[src/rtl/cond_unit.sv]
// rtl/cond_unit.sv - ARM condition evaluation, NZCV flag register, E->M write gating
module cond_unit #(
    parameter int SKIPW = 16
) (
    input  logic             clk,
    input  logic             reset,
    input  logic             stall,
    input  logic             flush,
    input  logic             ValidE,
    input  logic [3:0]       Cond,
    input  logic [3:0]       ALUFlags,
    input  logic [1:0]       FlagW,
    input  logic             PCS,
    input  logic             RegW,
    input  logic             MemW,
    input  logic             NoWrite,
    output logic             CondEx,
    output logic             CondUndef,
    output logic             PCSrc,
    output logic             RegWrite,
    output logic             MemWrite,
    output logic             PCSrcM,
    output logic             RegWriteM,
    output logic             MemWriteM,
    output logic [3:0]       Flags,
    output logic [SKIPW-1:0] SkipCount
);

    logic neg, zero, carry, ovf;
    logic go;

    assign {neg, zero, carry, ovf} = Flags;

    // Conditions read only the architectural flags; no bypass from ALUFlags.
    always_comb begin
        CondEx = 1'b0;
        case (Cond)
            4'b0000: CondEx = zero;
            4'b0001: CondEx = ~zero;
            4'b0010: CondEx = carry;
            4'b0011: CondEx = ~carry;
            4'b0100: CondEx = neg;
            4'b0101: CondEx = ~neg;
            4'b0110: CondEx = ovf;
            4'b0111: CondEx = ~ovf;
            4'b1000: CondEx = carry & ~zero;
            4'b1001: CondEx = ~carry | zero;
            4'b1010: CondEx = (neg == ovf);
            4'b1011: CondEx = (neg != ovf);
            4'b1100: CondEx = ~zero & (neg == ovf);
            4'b1101: CondEx = zero | (neg != ovf);
            4'b1110: CondEx = 1'b1;
            default: CondEx = 1'b0;
        endcase
    end

    assign CondUndef = ValidE & (Cond == 4'b1111);
    assign go        = ValidE & CondEx & ~flush;
    assign PCSrc     = PCS & go;
    assign RegWrite  = RegW & ~NoWrite & go;
    assign MemWrite  = MemW & go;

    always_ff @(posedge clk) begin
        if (reset) begin
            Flags     <= 4'b0000;
            PCSrcM    <= 1'b0;
            RegWriteM <= 1'b0;
            MemWriteM <= 1'b0;
            SkipCount <= '0;
        end else if (!stall) begin
            PCSrcM    <= PCSrc;
            RegWriteM <= RegWrite;
            MemWriteM <= MemWrite;
            if (go && FlagW[1])
                Flags[3:2] <= ALUFlags[3:2];
            if (go && FlagW[0])
                Flags[1:0] <= ALUFlags[1:0];
            // A flushed instruction never counts as skipped.
            if (!flush && ValidE && !CondEx && (SkipCount != '1))
                SkipCount <= SkipCount + SKIPW'(1);
        end else if (flush) begin
            PCSrcM    <= 1'b0;
            RegWriteM <= 1'b0;
            MemWriteM <= 1'b0;
        end
    end

endmodule

[config.mk]
export PLATFORM = sky130hd
export DESIGN_NAME = cond_unit
export DESIGN_NICKNAME = d
export VERILOG_FILES = /design/src/rtl/cond_unit.sv
export SDC_FILE = /design/constraint.sdc
export NUM_CORES = 1
export LEC_CHECK = 0
export CAP_MARGIN = 10
export CORE_MARGIN = 5
export CORE_UTILIZATION = 44
export DETAILED_ROUTE_END_ITERATION = 6
export HOLD_SLACK_MARGIN = 0.05
export PLACE_DENSITY = 0.76
export SYNTH_ARGS = -nofsm -noshare
export SYNTH_HDL_FRONTEND = slang
export SYNTH_SLANG_ARGS = --single-unit
[constraint.sdc]
create_clock -name clk -period 2.5 [get_ports clk]
set_input_delay 0.5 -clock clk [delete_from_list [all_inputs] [get_ports clk]]
set_output_delay 0.5 -clock clk [all_outputs]
set_load 0.01 [all_outputs]
=== Yosys cells after proc, flatten, opt, wreduce, memory -nomap -nowiden ===
Index checks and enable logic that the tools add are counted.

* Register bits after elaboration: 23
* Bits in latches: 0
* Memory bits (writable): 0
* Memory bits (read-only): 0
* Word-level logic and storage cells: 60
* Memories kept: 0

* Add/subtract/negate cells: 1
* Multiply operators: 0
* Divide/modulo/power cells: 0
* Magnitude comparators: 0
* Eq/ne operators: 19
* Shift-type cells: 0
* Multiplexer cells: 5
* Bitwise gates (word level): 18
* Reductions and logical operators: 11

{| class="wikitable"
|+ Operators with widths
! operator !! count
|-
| 4-bit equality test, second input constant || 8
|-
| 16-bit by 1-bit adder with 16-bit output, second input constant || 1
|-
| 4-bit by 3-bit equality test with 1-bit output, second input constant || 4
|-
| 16-bit inequality test, second input constant || 1
|-
| 1-bit one-hot mux with 15 select lines || 1
|-
| 1-bit bitwise AND || 9
|-
| 4-bit by 2-bit equality test with 1-bit output, second input constant || 2
|-
| 1-bit NOT || 7
|-
| 2-bit AND reduction || 3
|-
| 1-bit logical AND || 5
|-
| 4-bit by 1-bit equality test with 1-bit output, second input constant || 1
|-
| 4-bit logical NOT || 1
|-
| 1-bit 2-to-1 mux || 4
|-
| 1-bit logical NOT || 2
|-
| 2-bit by 1-bit inequality test with 1-bit output, second input constant || 1
|-
| 1-bit bitwise OR || 2
|-
| 1-bit equality test || 1
|-
| 1-bit inequality test || 1
|}

=== Logic depth before layout (Yosys ltp) ===
* Depth in word-level cells: 7
* Depth in mapped cells: 9
* Mapped depth without buffers: 6

=== Worst setup path before layout ===
OpenSTA, ideal clock, no wires.

* Path type: input -> output
* Start point: input port Cond[3]
* End point: output port RegWrite
* Arrival time: 1.722 ns
* Data required time: 2.000 ns
* Path slack: 0.278 ns
* Stages on the path: 5
* Path buffers: 0
* Cell sequence: and2_4 -> and3_2 -> o311ai_2 -> nand3_1 -> and4_1

* Longest elaborated chain between the ends: 5
* Elaborated cells on any way between the ends: 19
* Classes of those cells: 14 x eq/ne; 1 x mux; 3 x bitwise; 1 x reduce/logical

{| class="wikitable"
|+ RTL lines
! element !! line !! text
|-
| start: declaration || 10 || <nowiki>input logic [3:0] Cond,</nowiki>
|-
| 4-bit equality test, or another cell as far along || 37 || <nowiki>case (Cond)</nowiki>
|-
| 1-bit one-hot mux with 15 select lines (*) || 37 ||
|-
| via CondEx || 17 || <nowiki>output logic CondEx,</nowiki>
|-
| 1-bit bitwise AND (*) (2 in series) || 58 || <nowiki>assign go = ValidE & CondEx & ~flush;</nowiki>
|-
| 1-bit bitwise AND (*) || 60 || <nowiki>assign RegWrite = RegW & ~NoWrite & go;</nowiki>
|-
| end: declaration || 20 || <nowiki>output logic RegWrite,</nowiki>
|}

Mark *: on every way through the listed nets, which the timed path passes. The rest lies on a longest branch.

=== Worst setup path in the final report ===
* Start point: input port Cond[2]
* End point: output port CondEx

* Longest elaborated chain between the ends: 2
* Elaborated cells on any way between the ends: 16
* Classes of those cells: 14 x eq/ne; 1 x mux; 1 x reduce/logical

{| class="wikitable"
|+ RTL lines
! element !! line
|-
| 4-bit equality test, or another cell as far along || 37
|-
| 1-bit one-hot mux with 15 select lines (*) || 37
|-
| end: declaration || 17
|}

Every way passes the cells marked *; elsewhere a longest branch is shown, timed or not.

==> flow_metrics.env <==
export IMPL_outcome="finished, final reports clean"
export IMPL_overflow=0
export IMPL_track_usage_pct=18.8
export IMPL_core_area_um2=2760
export IMPL_dr_pass1_iters=4
export IMPL_area_growth_syn_to_layout_pct=54.2
export IMPL_final_cells=250
export IMPL_hold_slack_ns=0.492
export IMPL_muxShareOfSynthArea_pct=4.72
export IMPL_slowest_stage="o311ai_4"
export IMPL_synth_compound_area_share_pct=20.4
export IMPL_drtIter0Drc=71
export IMPL_layout_commonest_cell="clkdlybuf4s50_1"
export IMPL_post_route_min_period_ns=2.46
export IMPL_cts_root_buffer="clkbuf_4"
export IMPL_synthXorXnorAreaFrac_pct=2.75
export IMPL_synth_top_area_share_pct=36.1
export IMPL_fp_dieW_um=63.8
export IMPL_r2r_slack_ns=0.27
export IMPL_final_hold_violation_count=0
export IMPL_cp_start_kind="input port"
export IMPL_drive_gt1_share_pct=17.8
export IMPL_antenna_found_initial=0
export IMPL_synth_edff_count=0
export IMPL_grt_pass1_wl_um=6240
export IMPL_maxSlewViolCount=0
export IMPL_final_setup_tns_ns=0
export IMPL_h_tree_depth=1
export IMPL_routed_wl_um=3760
export IMPL_synth_area_um2=1270
export IMPL_path_max_fanout=4
export IMPL_gp_congestion=0.898
export IMPL_synthArstFlopShare_pct=0
export IMPL_seq_area_frac_synth_pct=36.1
export IMPL_viasPerCell=5.79
export IMPL_synth_top_family_by_area="simple AND/OR/NAND/NOR gates"
export IMPL_dr_total_vias=1447
export IMPL_p_leak_nw=0.700
export IMPL_clkTransAtPathRegs_ns=0.12
export IMPL_yosysTopAreaCell="dfxtp_1"
export IMPL_place_inst=243
export IMPL_crit_chain="clkdlybuf4s15_1, and2_4, and3_4, o311ai_4, nand3_2, buf_4, dlygate4sd2_1"
export IMPL_rows=19
export IMPL_synth_fp_nets=174
export IMPL_yosys_top_cells_area="dfxtp_1, a21oi_1, or3_1, mux2i_1, nand3_1"
export IMPL_cellPowerDensity_nw_per_um2=344
export IMPL_synth_top_flop_cell="dfxtp_1"
export IMPL_clk_latency_ns=0.31
export IMPL_synth_simple_gate_area_share_pct=30.8
export IMPL_die_area_um2=4070
export IMPL_finalSetupViolCount=0
export IMPL_slew_headroom_pct=72.4
export IMPL_io_pins=47
export IMPL_antenna_cells=0
export IMPL_timing_fmax_mhz=406
export IMPL_fin_crit_sh_pct=98.4
export IMPL_grt_max_degree=21
export IMPL_synth_avg_cell_area_um2=8.27
export IMPL_tightest_slew_ns=0.413
export IMPL_yosys_area_share_adder_pct=0.982
export IMPL_grt_pass1_vias=1352
export IMPL_ys_ff_latch=23
export IMPL_hpwl_um=2750
export IMPL_routedWlPerCell_um=15.0
export IMPL_cts_buffers=3
export IMPL_ant_nets=0
export IMPL_cap_violations=0
export IMPL_end_kind="output pin"
export IMPL_fin_skew_ns=0.00102
export IMPL_p_total_uw=676
export IMPL_cpPeakStageDelay_ns=0.30
export IMPL_cp_data_arrival_time_ns=1.96
export IMPL_yosys_warnings=0
export IMPL_initial_core_util_pct=46.2
export IMPL_irDropWorstVdd_v=0.000301
export IMPL_tritoncts="built"
export IMPL_critPathKind="input port to output pin"
export IMPL_synthCells=154
export IMPL_post_synth_num_cell_types=41
export IMPL_max_clock_path_buffers=2
export IMPL_required_ns=2.00
export IMPL_layout_common_cells="clkdlybuf4s50_1, dfxtp_1, buf_4, a21oi_1, or3_1"
export IMPL_layout_nets=240
export IMPL_cts_num_sinks=23
export IMPL_fin_util_pct=71.2
export IMPL_die_h_um=63.8
export IMPL_hold_path_class="flip-flop to flip-flop"
export IMPL_drc=0
export IMPL_portBuffers=46
area by class of cell:
class                           count  area [um2]
Timing Repair Buffer               68         619
Inverter                            4        15.0
Tap cell                           31        38.8
Clock buffer                        4        26.3
Multi-Input combinational cell    120         800
Sequential cell                    23         465
Fill cell                         236         793
metrics by stage:
step / area (um2) / setup slack, ns
after detailed placement: 1880 / -0.704
after floorplan: 1270 / 0.278
after global placement: 1880 / -0.625
final: 1960 / 0.0398
after global routing: 1960 / -0.0306
after CTS: 1940 / 0.00512
worst paths after layout:
path / from / cells past startpoint / endpoint
min reg2reg: RegWriteM / 1 / RegWriteM
max reg2reg: Flags[3] / 9 / SkipCount[3]
min: RegWriteM / 1 / RegWriteM
max: Cond[2] / 7 / CondEx
flip-flops by register name, summed over array words and instances, names as in the netlist:
name and count:
PCSrcM 1, SkipCount 16, MemWriteM 1, RegWriteM 1
Flags 4
worst max-delay path: cells and delay by family:
family / cells / cell delay [ns]
compound gates: 1 / 0.30
buf+inv: 3 / 0.62
simple gates: 3 / 0.53
synthesized netlist by cell type (3+ instances only):
master	number
a21oi_1	15
and3_1	3
buf_2	3
clkbuf_1	3
dfxtp_1	23
inv_1	4
mux2i_1	6
nand2_1	10
nand2b_1	3
nand3_1	8
nand4_1	5
nor2_1	10
nor3b_1	4
o21ai_0	4
o21ai_1	8
or3_1	12
xor2_1	4
per-layer routing:
| metal | vias up | GRT usage [%] | wire (um) |
|---|---|---|---|
| met3 | 8 | 4.03 | 234 |
| met5 | - | 0 | 0 |
| met4 | 0 | 7.01 | 59 |
| met2 | 52 | 32.8 | 1870 |
| met1 | 685 | 22.3 | 1600 |
| li1 | 702 | - | - |
repair_timing:
action / in CTS / in global routing
gates resized for setup: 25 / 8
endpoints found under the setup margin: 19 / 4
setup buffers: 2 / 1
pin swaps: 4 / 5
hold buffers: 0 / 0
power by group:
part | internal (mW) | switching (mW) | total [mW]
sequential | 0.368 | 0.00299 | 0.371
combinational | 0.0752 | 0.0582 | 0.133
clock | 0.0623 | 0.109 | 0.172
total | 0.505 | 0.171 | 0.676
kinds of logic (layout without fill, tap and decap cells):
group                      Yosys count  count (layout)
AOI/OAI and AO/OA                   41              41
xor gates and xnor gates             4               4
adders and majority gates            1               1
buffers and inverters               11              76
DFF                                 23              23
muxes                                6               6
and+or+nand+nor                     68              68
Power figures use the tool's default switching activity.
